--- config.mk ---
export PLATFORM = sky130hd
export DESIGN_NAME = inst_mem_loader
export DESIGN_NICKNAME = d
export VERILOG_FILES = /design/src/rtl/inst_mem_loader.sv
export SDC_FILE = /design/constraint.sdc
export NUM_CORES = 1
export LEC_CHECK = 0
export BUFFER_PORTS_ARGS = -buffer_cell sky130_fd_sc_hd__buf_2
export CORE_MARGIN = 2
export CORE_UTILIZATION = 44
export DETAILED_ROUTE_END_ITERATION = 10
export HOLD_SLACK_MARGIN = 0.12
export PLACE_DENSITY = 0.73
export SKIP_CTS_REPAIR_TIMING = 1
export SLEW_MARGIN = 20
export SYNTH_ARGS = -nofsm -noshare
export SYNTH_HDL_FRONTEND = slang
export SYNTH_SLANG_ARGS = --single-unit
export TNS_END_PERCENT = 10
--- constraint.sdc ---
create_clock -name clk_i -period 3 [get_ports clk_i]
set_input_delay 0.6 -clock clk_i [delete_from_list [all_inputs] [get_ports clk_i]]
set_output_delay 0.6 -clock clk_i [all_outputs]
set_load 0.02 [all_outputs]
--- src/rtl/inst_mem_loader.sv ---
// Boot loader: turns a framed byte stream into sequential 32-bit instruction-memory writes,
// checks a trailing XOR checksum and releases the CPU from reset only after a clean load.
module inst_mem_loader #(
    parameter int unsigned ADDR_W = 6
) (
    input  logic              clk_i,
    input  logic              rst_ni,
    input  logic              start_i,
    input  logic              s_valid_i,
    input  logic [7:0]        s_data_i,
    output logic              s_ready_o,
    output logic              mem_we_o,
    output logic [ADDR_W-1:0] mem_addr_o,
    output logic [31:0]       mem_wdata_o,
    output logic              cpu_reset_o,
    output logic              busy_o,
    output logic              done_o,
    output logic              error_o,
    output logic [ADDR_W:0]   words_loaded_o
);

    localparam logic [16:0] MaxWords = 17'(2 ** ADDR_W);

    typedef enum logic [2:0] {
        StIdle, StHdrLo, StHdrHi, StData, StChk, StDone, StError
    } state_e;

    state_e              state_q, state_d;
    logic [1:0]          byte_idx_q, byte_idx_d;
    logic [ADDR_W-1:0]   word_cnt_q, word_cnt_d;
    logic [15:0]         count_q, count_d;
    logic [7:0]          chk_q, chk_d;
    logic [23:0]         word_q, word_d;
    logic                mem_we_q, mem_we_d;
    logic [ADDR_W-1:0]   mem_addr_q, mem_addr_d;
    logic [31:0]         mem_wdata_q, mem_wdata_d;
    logic [ADDR_W:0]     wl_q, wl_d;
    logic                cpu_reset_q, cpu_reset_d;
    logic                busy_q, busy_d;
    logic                done_q, done_d;
    logic                error_q, error_d;
    logic                accept;
    logic                last_word;

    assign s_ready_o = (state_q == StHdrLo) || (state_q == StHdrHi) ||
                       (state_q == StData)  || (state_q == StChk);
    assign accept    = s_valid_i && s_ready_o;
    assign last_word = ({{(16 - ADDR_W){1'b0}}, word_cnt_q} == (count_q - 16'd1));

    always_comb begin
        state_d     = state_q;
        byte_idx_d  = byte_idx_q;
        word_cnt_d  = word_cnt_q;
        count_d     = count_q;
        chk_d       = chk_q;
        word_d      = word_q;
        mem_we_d    = 1'b0;
        mem_addr_d  = mem_addr_q;
        mem_wdata_d = mem_wdata_q;
        wl_d        = wl_q;

        unique case (state_q)
            StIdle, StDone, StError: begin
                if (start_i) begin
                    state_d    = StHdrLo;
                    wl_d       = '0;
                    chk_d      = '0;
                    byte_idx_d = '0;
                    word_cnt_d = '0;
                end
            end
            StHdrLo: begin
                if (accept) begin
                    count_d[7:0] = s_data_i;
                    state_d      = StHdrHi;
                end
            end
            StHdrHi: begin
                if (accept) begin
                    count_d = {s_data_i, count_q[7:0]};
                    if (count_d == 16'd0) begin
                        state_d = StChk;
                    end else if ({1'b0, count_d} > MaxWords) begin
                        state_d = StError;
                    end else begin
                        state_d = StData;
                    end
                end
            end
            StData: begin
                if (accept) begin
                    chk_d = chk_q ^ s_data_i;
                    if (byte_idx_q == 2'd3) begin
                        mem_we_d    = 1'b1;
                        mem_addr_d  = word_cnt_q;
                        mem_wdata_d = {s_data_i, word_q};
                        wl_d        = wl_q + (ADDR_W + 1)'(1);
                        word_cnt_d  = word_cnt_q + ADDR_W'(1);
                        byte_idx_d  = 2'd0;
                        if (last_word) begin
                            state_d = StChk;
                        end
                    end else begin
                        case (byte_idx_q)
                            2'd0:    word_d[7:0]   = s_data_i;
                            2'd1:    word_d[15:8]  = s_data_i;
                            default: word_d[23:16] = s_data_i;
                        endcase
                        byte_idx_d = byte_idx_q + 2'd1;
                    end
                end
            end
            StChk: begin
                if (accept) begin
                    state_d = (s_data_i == chk_q) ? StDone : StError;
                end
            end
            default: state_d = StIdle;
        endcase

        // Status outputs are registered copies of the state being entered.
        busy_d      = (state_d == StHdrLo) || (state_d == StHdrHi) ||
                      (state_d == StData)  || (state_d == StChk);
        done_d      = (state_d == StDone);
        error_d     = (state_d == StError);
        cpu_reset_d = (state_d != StDone);
    end

    always_ff @(posedge clk_i or negedge rst_ni) begin
        if (!rst_ni) begin
            state_q     <= StIdle;
            byte_idx_q  <= '0;
            word_cnt_q  <= '0;
            count_q     <= '0;
            chk_q       <= '0;
            word_q      <= '0;
            mem_we_q    <= 1'b0;
            mem_addr_q  <= '0;
            mem_wdata_q <= '0;
            wl_q        <= '0;
            cpu_reset_q <= 1'b1;
            busy_q      <= 1'b0;
            done_q      <= 1'b0;
            error_q     <= 1'b0;
        end else begin
            state_q     <= state_d;
            byte_idx_q  <= byte_idx_d;
            word_cnt_q  <= word_cnt_d;
            count_q     <= count_d;
            chk_q       <= chk_d;
            word_q      <= word_d;
            mem_we_q    <= mem_we_d;
            mem_addr_q  <= mem_addr_d;
            mem_wdata_q <= mem_wdata_d;
            wl_q        <= wl_d;
            cpu_reset_q <= cpu_reset_d;
            busy_q      <= busy_d;
            done_q      <= done_d;
            error_q     <= error_d;
        end
    end

    assign mem_we_o       = mem_we_q;
    assign mem_addr_o     = mem_addr_q;
    assign mem_wdata_o    = mem_wdata_q;
    assign words_loaded_o = wl_q;
    assign cpu_reset_o    = cpu_reset_q;
    assign busy_o         = busy_q;
    assign done_o         = done_q;
    assign error_o        = error_q;

endmodule

==> results of run 1 <==
## synth_stat cells, types with 2 or more instances
master,number,area [um2]
nor4_1,7,43.8
nor2_1,28,105
ha_1,7,87.6
nor3_1,9,45.0
nand3b_1,3,22.5
a21oi_1,5,25.0
nand2_1,26,97.6
buf_1,2,7.51
o31ai_1,2,15.0
xor2_1,19,166
nand4_1,7,43.8
o21ai_0,23,115
nor3b_2,3,37.5
dfrtp_1,108,2700
xnor2_1,6,52.6
clkbuf_1,17,63.8
inv_1,9,33.8
mux2_2,75,845
mux2i_1,2,20.0
or3_1,3,18.8
a311oi_1,2,17.5
nand2b_1,6,37.5
nand3_1,7,35.0
nor3b_1,2,15.0
o211ai_1,2,15.0
## worst paths after layout
path	startpoint	end	slack, ns	cells past startpoint
max reg2reg	count_q[0]	error_o	0.41	9
min in group clk_i	chk_q[6]	chk_q[6]	0.50	1
min reg2reg	chk_q[6]	chk_q[6]	0.50	1
min	rst_ni	mem_wdata_o[2]	0.25	1
max	count_q[0]	error_o	0.41	9
max in group asynchronous	rst_ni	mem_addr_o[3]	1.98	2
## through the flow
| step | hold WS [ns] | instance area, um2 | worst slack (ns) |
|---|---|---|---|
| after floorplan | 0.304 | 4960 | 0.608 |
| after global routing | 0.284 | 5780 | 0.193 |
| after detailed placement | 0.489 | 5470 | 0.427 |
| after global placement | 0.464 | 5470 | 0.486 |
| final | 0.252 | 5780 | 0.407 |
| after CTS | 0.273 | 5780 | 0.404 |
## cells by family after synthesis
group,count (synthesis),synth area share
and+or+nand+nor,115,0.125
DFF,109,0.550
muxes,77,0.174
AOI/OAI and AO/OA,49,0.0643
buffers and inverters,30,0.0229
xor gates and xnor gates,25,0.0441
adders and majority gates,8,0.0197
## sequential cells by signal, indices dropped and copies added (netlist names), 2 cells and up
register	flops
mem_addr_o	6
words_loaded_o	7
count_q	16
word_cnt_q	6
state_q	3
byte_idx_q	2
chk_q	8
word_q	24
mem_wdata_o	32
## worst register-to-register path, cell delays in order, from the launching register on
cell	delay, ns
dfrtp_1	0.39
inv_1	0.12
ha_1	0.22
or3b_4	0.42
o31a_1	0.27
nor2_1	0.09
nand3_1	0.11
or4_4	0.51
o21ai_4	0.21
a21boi_1	0.18
## layer usage
layer  part of all wire  up-vias
met2               0.49       95
met4             0.0078        0
met5                  0        -
met3              0.053        6
met1               0.45     1739
li1                   -     1585
## power groups by stage
stage	sequential [mW]	clock (mW)	combinational (mW)
2_1_floorplan	2.10	0	0.952
3_3_place_gp	2.16	0	1.24
3_5_place_dp	2.18	0	1.28
4_1_cts	2.15	1.27	1.29
5_1_grt	2.21	1.33	1.42
6_report	2.16	1.24	1.28
## cell type report
class	count	area [um2]	area share
flip-flops and latches	109	2730	0.472
multi-input cells	274	2120	0.366
repair buffers	71	405	0.0701
clock buffers	11	243	0.0420
well taps	140	175	0.0303
clock inverters	5	75.1	0.0130
inverters	10	37.5	0.00649
==> flow_results.org, run 1 <==
** Worst setup path
- Data required, critical path :: 3.26 ns
- Together, buffers and inverters on the worst path number 1.
- Largest fanout on the critical path :: 5
- Slowest stage delay, CP :: 0.51 ns
- Startpoint type of the worst setup path :: flip-flop
- The worst setup path is of the flip-flop to flip-flop kind.
- Data arrival time of the worst path :: 2.85 ns
- Endpoint type of the worst setup path :: flip-flop
- Walking the worst path, the cells encountered are inv_1, ha_1, or3b_4, o31a_1, nor2_1, nand3_1, or4_4, o21ai_4, a21boi_1.
- On the critical path, the stage with the largest delay is an instance of or4_4.
- The cell family contributing the most delay on the critical path is simple AND/OR/NAND/NOR gates.

** Finish
- The net count of the finished layout is 494.
- Util after Layout :: 0.529
- Number of antenna diodes :: 0
- Once layout is complete, the cells apart from fillers number 620.
- Most common cell after layout, fill and taps aside :: dfrtp_1
- Share of cells above drive strength 1 :: 0.363
- # fillers :: 962
- The area growth from synthesis to layout is 16.6%.
- In the layout the commonest cells are dfrtp_1 (108), mux2_2 (75), buf_2 (61).

** STA
- Static timing analysis puts the maximum clock frequency at 386 MHz.
- Post-route clock period utilization :: 0.864
- Final slew viol count :: 0
- Final setup violating endpoints :: 0
- For the final database, setup skew stands at 0.00937 ns.
- RSZ-0062 raised after global routing :: no
- Post-Route Setup TNS :: 0 ns
- Post-layout min period :: 2.59 ns
- Fin. Hold Viols :: 0
- Worst slew margin :: 0.517
- At the pin with the least slew margin, the transition time is 0.722 ns.

** Placement
- Counting tap cells, the placed design contains a total of 604 instances.
- Detailed placement finished with a half-perimeter wire length of 7370 um.
- Routability-driven placement finished with a final weighted congestion of 0.848.
- The count of buffers added on input and output ports is 62.

** Route
- Routed len/inst :: 17.4 um
- The first detailed-routing pass ran for 5 iterations.
- In this run the remaining antenna-violating nets after routing total 0.
- The routed layout has 3425 vias.
- Detailed-route DRC error count :: 0
- Total wirelength of the detailed-routed design :: 10800 um
- Dividing the detail-routed via count by the number of cells gives 5.52.
- For this block, the initial DRC count from the detailed router was 189.

** Synthesis
- The Yosys step of the flow raised 0 warnings.
- For this run, the leading register cell type out of synthesis is dfrtp_1.
- Fraction of the yosys area taken by sequential cells :: 0.550
- Counting flops with a built-in enable in the synthesized netlist gives 0.
- Mean Syn Cell Area :: 12.0 um2
- Share of synthesized registers carrying an async set or reset :: 1.00
- Flop and latch count out of synthesis :: 109
- Post-synthesis cell type count :: 58
- Netlist Area Pre-Place :: 0.00496 mm2
- Number of standard cells after synthesis :: 413
- Syn_nets :: 432

** Clock tree
- CTS built an H-tree with a depth of 3.
- After clock tree synthesis, the clock-pin slew on the worst setup and hold paths is 0.07 ns.
- Maximum buffer depth of the clock tree :: 2
- Root cell of the clock tree :: clkbuf_16
- Counting the buffers created by CTS gives 9.
- Source-to-sink clock delay at the later pin of the worst-skew pair :: 0.34 ns
- Clock tree synthesis found a total of 109 sinks.
- TritonCTS built the clock tree.

** Floorplan
- 63 I/O pins were placed.
- The die is 110 um tall.
- The floorplan has 38 rows.
- Initial cell density of the core :: 0.454
- The die covers 0.0121 mm2.
- Width of the chip :: 110 um
- The region available for standard cell placement spans 0.0109 mm2.

** Power and ir drop
- Summing internal, switching and leakage power gives 4.68 mW.
- The share of total power dissipated in sequential elements is 0.461.
- Switching power summed over all nets :: 1.56 mW
- For this design the ratio of total power to cell area is 809 mW/mm2.
- In this run the static leakage power is 2.84 nW.
- Worst supply voltage drop on vdd :: 0.527 mV
- Of the total power, the share spent switching nets is 0.334.
- P_int :: 3.12 mW
- The share of total power dissipated in the clock network is 0.265.
- Of the total power, combinational logic draws 0.274.

** Global routing
- For met2 alone, demand over resource in global routing was 0.319.
- Number of global-route vias before repair :: 3525
- GRT Max-Usage Layer :: met2
- In the global route stage, overall resource usage came out at 0.194.
- Global-route met3 utilization :: 0.0459
- The first global-routing pass estimated 17900 um of wire.
- Number of antenna violations at the first check in global routing :: 0
- After global routing the overflow that remains totals 0.
- Largest net degree at the start of global routing :: 66
- For met1 alone, demand over resource in global routing was 0.260.

** Hold path
- Class of the tightest hold or removal check :: primary input to asynchronous set/reset pin

** Run status
- The run finished with clean final reports.

** Flow run
- Across the run, the number of max-cap violations was 0.
(Power assumes the default switching activity.)
==> run 2: changes to the inputs <==
--- a/config.mk
+++ b/config.mk
@@ -5,6 +5,7 @@
 export SDC_FILE = /design/constraint.sdc
 export NUM_CORES = 1
 export LEC_CHECK = 0
+export ABC_CLOCK_PERIOD_IN_PS = 2470
 export BUFFER_PORTS_ARGS = -buffer_cell sky130_fd_sc_hd__buf_2
 export CORE_MARGIN = 2
 export CORE_UTILIZATION = 44
==> constraint.sdc (replaced) <==
create_clock -name clk_i -period 2.47 [get_ports clk_i]
set_input_delay 0.494 -clock clk_i [delete_from_list [all_inputs] [get_ports clk_i]]
set_output_delay 0.494 -clock clk_i [all_outputs]
set_load 0.02 [all_outputs]
==> run 2 against run 1 <==
Hold slack got worse by 0.046 ns. First-iteration DRC count rose by 17%. Setup slack got worse by 0.39 ns. Die area did not move.
==> flow_results.org, run 2 (synthesis gave the netlist of run 1 again) <==
** Floorplan
- The starting density of the core was 0.454 (unchanged).
- Width of the chip :: 110 um (unchanged)
- The I/O pin total came to 63 (unchanged).
- Core area :: 0.0109 mm2 (unchanged)
- Number of standard-cell rows in the floorplan :: 38 (unchanged)
- Die area :: 0.0121 mm2 (unchanged)
- The die boundary height is 110 um (unchanged).

** Finish
- Number of flip-flops under the largest register name :: 32 (unchanged)
- Number of antenna diodes :: 0 (unchanged)
- The share of layout cells above drive strength 1 is 0.396 (+0.0339).
- From synthesis to final layout, the design area changed by 19.5%.
- Final layout net count :: 511 (+3.4%)
- The utilization after layout came to 0.542 (+0.0132).
- Most common cell after layout, fill and taps aside :: dfrtp_1
- The library cells used most frequently in the layout, excluding fill and tap cells, are dfrtp_1 (108), mux2_2 (75), buf_2 (61).
- The final cell area excluding filler cells was 0.00593 mm2 (+2.5%).

** Route
- Detailed-route DRC error count :: 0 (unchanged)
- Total wirelength of the detailed-routed design :: 10700 um (-0.37%)
- Total iterations of the first detailed-routing run :: 4 (-1)
- The post-detailed-route via-to-cell ratio came to 5.40 (-2.3%).
- The remaining antenna violation count came to 0 (unchanged).
- The initial DRC count was 222 (+17%).
- Vias post-DR :: 3438 (+0.38%)
- The detail-routed net length per standard cell came to 16.9 um (-3.0%).

** Power and ir drop
- The reported leakage power was 2.91 nW (+2.8%).
- Worst supply voltage drop on vdd :: 0.553 mV (+4.9%)
- The cell area power density came to 966 mW/mm2 (+19%).
- PnR Total Power :: 5.72 mW (+22%)

** STA
- The final cycle utilization of the critical path is 0.994 (+0.130).
- The tightest slew margin relative to the limit is 0.526 (+0.00925).
- Transition time at the pin with the least slew margin :: 0.708 ns (-0.0138 ns)
- Final setup violating endpoints :: 0 (unchanged)
- Fin. Hold Viols :: 0 (unchanged)
- Maximum achievable frequency :: 407 MHz (+5.6%)
- Worst Hold Margin :: 0.205 ns (-0.0464 ns)
- The final setup slack of the worst path was 0.0148 ns (-0.392 ns).
- Worst setup skew after layout :: 0.0107 ns (+0.00132 ns)
- Setup repair after global routing could not meet its margin everywhere.
- The minimum period implied by the final worst setup slack was 2.46 ns (-0.138 ns).
- The final number of max-transition violations is 0 (unchanged).

** Clock tree
- The tree is rooted in a clkbuf_16.
- Maximum buffer depth of the clock tree :: 2 (unchanged)
- Number of clock buffers inserted by TritonCTS :: 9 (unchanged)
- The number of sinks driven by the clock tree was 109 (unchanged).
- H-tree levels :: 3 (unchanged)
- TritonCTS built the clock tree.
- The clock-pin slew on the worst setup and hold paths was 0.08 ns (about the same).
- The insertion delay of the later-clocked pin in the worst-skew pair came to 0.35 ns (about the same).

** Global routing
- The leftover overflow at the end of global routing is 0 (unchanged).
- Overall track demand over capacity in global routing :: 0.192 (-0.00211)
- Largest net degree at the start of global routing :: 110 (+67%)
- The via count of the first global-routing pass is 3460 (-1.8%).
- Number of antenna violations at the first check in global routing :: 0 (unchanged)
- Global-route wire length before repair :: 17800 um (-0.46%)

** Flow run
- Max cap viols :: 0 (unchanged)

** Worst setup path
- Data arrival time of the worst path :: 2.73 ns (-0.12 ns)
- The critical path data required time was 2.74 ns (-0.52 ns).
- Type of the worst setup path :: flip-flop to flip-flop
- The worst setup path is launched from a flip-flop.
- STA classifies the critical path endpoint as a flip-flop.
- Largest fanout on the critical path :: 5 (unchanged)

** Placement
- The final HPWL from detailed placement came to 7430 um (+0.73%).
- The number of port buffers was 62 (unchanged).
- Global placer's final weighted congestion :: 0.932 (+9.8%)
- The post-place setup slack is -0.0375 ns (-0.465 ns).
- Placed Area :: 0.00559 mm2 (+2.2%)

** Run status
- The run finished with clean final reports.

** Hold path
- The tightest min-delay check is of the primary input to asynchronous set/reset pin type.
run 2: per-stage QoR:
step / instances / TNS [ns]
global placement: 620 / 0
floorplan: 413 / 0
CTS: 636 / -0.167
finish: 637 / 0
global route: 637 / -0.332
detailed placement: 620 / -0.0814
run 2: final timing paths:
kind,start,endpoint,slack (ns),depth (start not counted)
worst max register to register,count_q[1],error_o,0.01,8
worst min-delay path,rst_ni,word_q[2],0.21,2
min in group clk_i,s_data_i[6],chk_q[6],0.47,3
max in group asynchronous,rst_ni,cpu_reset_o,1.83,2
worst max-delay path,count_q[1],error_o,0.01,8
worst min register to register,mem_addr_o[1],mem_addr_o[1],0.50,2
run 2: metal layers:
metal | vias to the layer above | global-route usage | wire length [um]
met5 | - | 0 | 0
met4 | 0 | 0.0393 | 65
met3 | 4 | 0.0511 | 756
met2 | 99 | 0.311 | 5170
met1 | 1720 | 0.263 | 4750
li1 | 1615 | - | -
run 2: cell type report:
cell class	count	area, um2
clock buffers	9	225
multi-input cells	274	2140
flip-flops and latches	109	2730
clock inverters	7	86.3
inverters	10	37.5
repair buffers	88	533
fillers	969	5010
well taps	140	175
run 2: critical path: stages, from the launching register on:
cell and delay [ns]:
dfrtp_1 0.39, buf_4 0.15, or4_1 0.56, nor2_1 0.15, xnor2_1 0.14, nand3_1 0.12
or4_4 0.51, o21ai_4 0.18, a21boi_2 0.18
run 2: power by group:
group	internal, mW	leakage (nW)	switching [mW]	total (mW)
Combinational	0.828	1.31	0.839	1.67
Sequential	2.21	1.45	0.386	2.59
Clock	0.732	0.151	0.731	1.46
Total	3.77	2.91	1.96	5.72
==> run 3: changes to the inputs <==
--- a/config.mk
+++ b/config.mk
@@ -8,13 +8,14 @@
 export ABC_CLOCK_PERIOD_IN_PS = 2470
 export BUFFER_PORTS_ARGS = -buffer_cell sky130_fd_sc_hd__buf_2
 export CORE_MARGIN = 2
-export CORE_UTILIZATION = 44
+export CORE_UTILIZATION = 45
 export DETAILED_ROUTE_END_ITERATION = 10
 export HOLD_SLACK_MARGIN = 0.12
-export PLACE_DENSITY = 0.73
+export PLACE_DENSITY = 0.75
+export RECOVER_POWER = 100
 export SKIP_CTS_REPAIR_TIMING = 1
 export SLEW_MARGIN = 20
 export SYNTH_ARGS = -nofsm -noshare
 export SYNTH_HDL_FRONTEND = slang
 export SYNTH_SLANG_ARGS = --single-unit
-export TNS_END_PERCENT = 10
+export TNS_END_PERCENT = 100
==> run 3 against run 2 <==
Utilization decreased by 1.2 points. Sequential power about the same. Highest routed layer unchanged. Critical path type unchanged. Largest cell class unchanged. Register-to-register slack improved by 0.04 ns.
==> flow_results.org, run 3 (synthesis gave the netlist of run 1 again) <==
** Route
- Drt initial violations :: 95 (-57%)
- Vias post-DR :: 3479 (+1.2%)
- The number of iterations in the first detailed-routing pass came to 4 (unchanged).
- The remaining antenna violation count came to 0 (unchanged).
- Ratio of routed vias to standard cells :: 5.42 (+0.40%)
- Detailed-route DRC error count :: 0 (unchanged)
- The total length of routed wires was 10600 um (-1.4%).
- Routed len/inst :: 16.5 um (-2.2%)

** Power and ir drop
- P_int :: 3.43 mW (-9.0%)
- The cell area power density was 933 mW/mm2 (-3.4%).
- Lkg Pwr :: 2.62 nW (-9.9%)
- The clock network power share is 0.197 (-0.059).
- Proportion of power drawn by combinational gates :: 0.316 (+0.025)
- The total net switching power was 1.91 mW (-2.4%).
- Worst supply voltage drop on vdd :: 0.549 mV (-0.64%)
- The fraction of power spent switching nets is 0.358 (+0.0160).
- The sequential share of power was 0.487 (+0.034).

** Placement
- Detailed-placement wirelength estimate :: 7480 um (+0.74%)
- Placed Cells :: 619 (-0.16%)
- Global placer's final weighted congestion :: 0.873 (-6.4%)
- Port-buffer cells :: 62 (unchanged)
- The post-place setup slack is -0.0298 ns (+0.00770 ns).

** STA
- The tightest slew margin relative to the limit was 0.0583 (-0.468).
- Maximum achievable frequency :: 414 MHz (+1.7%)
- Least setup slack across all paths after layout :: 0.0565 ns (+0.0416 ns)
- Worst setup skew after layout :: 0.00960 ns (-0.00109 ns)
- RSZ-0062 raised after global routing :: yes
- Fin. Hold Viols :: 0 (unchanged)
- The total of endpoints with negative setup slack in the final report came to 0 (unchanged).
- The final cycle utilization of the critical path came to 0.977 (-0.0169).
- The final number of max-transition violations was 0 (unchanged).
- The slew at the pin closest to its max-slew limit is 1.41 ns (+0.704 ns).
- The minimum period implied by the final worst setup slack was 2.41 ns (-0.0416 ns).

** Finish
- The number of fillers in the final layout was 920 (-5.1%).
- Top library cells by usage in the layout, fill and taps aside :: dfrtp_1 (108), mux2_2 (75), clkbuf_1 (57)
- The number of nets in the layout was 516 (+0.98%).
- Most common cell after layout, fill and taps aside :: dfrtp_1
- The flip-flop count of the largest register after layout was 32 (unchanged).
- Non-filler cells, final :: 642 (+0.78%)
- The area growth from synthesis to layout is 15.3%.
- Number of antenna diodes :: 0 (unchanged)
- The share of layout cells above drive strength 1 is 0.279 (-0.117).

** Global routing
- Global-route wire length before repair :: 17500 um (-1.4%)
- Remaining Overflow, GRT :: 0 (unchanged)
- The via count of the first global-routing pass is 3562 (+2.9%).
- Overall track demand over capacity in global routing :: 0.193 (+0.00124)
- Largest net degree at the start of global routing :: 54 (-51%)
- The number of antenna violations at the first check in global routing is 0 (unchanged).

** Floorplan
- The die footprint is 0.0119 mm2 (-2.1%).
- The overall die width is 109 um (-1.1%).
- The number of rows in the core area is 38 (unchanged).
- Core area :: 0.0108 mm2 (-1.3%)
- The starting density of the core was 0.460 (+0.00600).
- The die boundary height is 109 um (-1.1%).
- I/O pin cnt :: 63 (unchanged)

** Clock tree
- Source-to-sink clock delay at the later pin of the worst-skew pair :: 0.38 ns (+0.03 ns)
- Clock tree synthesis selected as its root buffer the cell clkbuf_8.
- Maximum buffer depth of the clock tree :: 2 (unchanged)
- The H-tree depth is 3 (unchanged).
- Number of clock sinks seen by CTS :: 109 (unchanged)
- Clock tree from TritonCTS :: built
- Number of clock buffers inserted by TritonCTS :: 9 (unchanged)
- The clock-pin slew on the worst setup and hold paths came to 0.11 ns (+0.03 ns).

** Worst setup path
- Endpoint type of the worst setup path :: flip-flop
- The setup slack of the worst register-to-register path is 0.06 ns (+0.04 ns).
- The largest driver fanout on the critical path came to 5 (unchanged).
- The startpoint identified for the worst register-to-register timing path is count_q[1].
- Startpoint type of the worst setup path :: flip-flop
- Worst reg2reg path endpoint :: error_o
- The setup path with the least slack is of type flip-flop to flip-flop.
- Length in cells of the worst reg-to-reg path :: 9 (+1)
- Data arrival time of the worst path :: 2.72 ns (about the same)
- In this run the worst setup path begins at count_q[1].
- Data required, critical path :: 2.78 ns (+0.04 ns)

** Hold path
- Min-delay src :: s_data_i[2]
- Worst Hold Endpoint :: chk_q[2]
- The worst hold path passes through 3 cells.
- Class of the tightest hold or removal check :: primary input to flip-flop

** Run status
- Outcome :: finished, final reports clean

** Flow run
- Max cap viols :: 0 (unchanged)
## run 3: cell types whose count changed in the layout (fill, tap and decap cells not counted), sizes merged
cell,change
clkbuf,+61
buf,-57
clkinv,-2
clkinvlp,+2
dlygate4sd3,+1
## run 3: power by group through the flow
stage          clock network, mW  logic, mW  registers (mW)
2_1_floorplan                  0       1.16            2.55
3_3_place_gp                   0       1.56            2.58
3_5_place_dp                   0       1.62            2.62
4_1_cts                     1.08       1.63            2.58
5_1_grt                     1.15       1.87            2.66
6_report                    1.05       1.69            2.60
## run 3: stage by stage
step | hold WS [ns] | area (um2) | util | TNS, ns | power [mW]
2_1_floorplan | 0.198 | 4960 | - | 0 | 3.71
3_3_place_gp | 0.423 | 5570 | 0.516 | 0 | 4.14
3_5_place_dp | 0.427 | 5570 | 0.516 | -0.0298 | 4.24
4_1_cts | 0.000491 | 5760 | 0.533 | -0.155 | 5.29
5_1_grt | 0.463 | 5720 | 0.530 | -1.33 | 5.69
6_report | 0.473 | 5720 | 0.530 | 0 | 5.34
## run 3: layout make-up
type	count	area, um2	area share
Sequential cell	109	2730	0.477
Multi-Input combinational cell	274	2130	0.373
Timing Repair Buffer	93	458	0.0800
Inverter	10	37.5	0.00656
Tap cell	140	175	0.0306
Clock inverter	7	66.3	0.0116
Clock buffer	9	124	0.0216
## run 3: metal layers
layer,global-route usage,wire [um],up-vias
met5,0,0,-
met2,0.328,5280,77
met3,0.0478,553,15
li1,-,-,1628
met4,0.0595,161,0
met1,0.244,4590,1759
## run 3: worst max-delay path by stage
stage                    to  slack [ns]  depth (start not counted)
CTS                 error_o       -0.08                          9
global route        error_o       -0.08                          9
detailed placement  error_o       -0.03                          9
global placement    error_o        0.05                          9
finish              error_o        0.06                          9
floorplan           error_o        0.08                          9
## run 3: critical path, cell delays in order, from the launching register on
cell      delay (ns)
dfrtp_1         0.43
inv_2           0.09
ha_4            0.13
or3b_4          0.37
o31a_1          0.26
nor2_1          0.09
nand3_1         0.10
or4_4           0.51
o21ai_4         0.18
a21boi_2        0.18
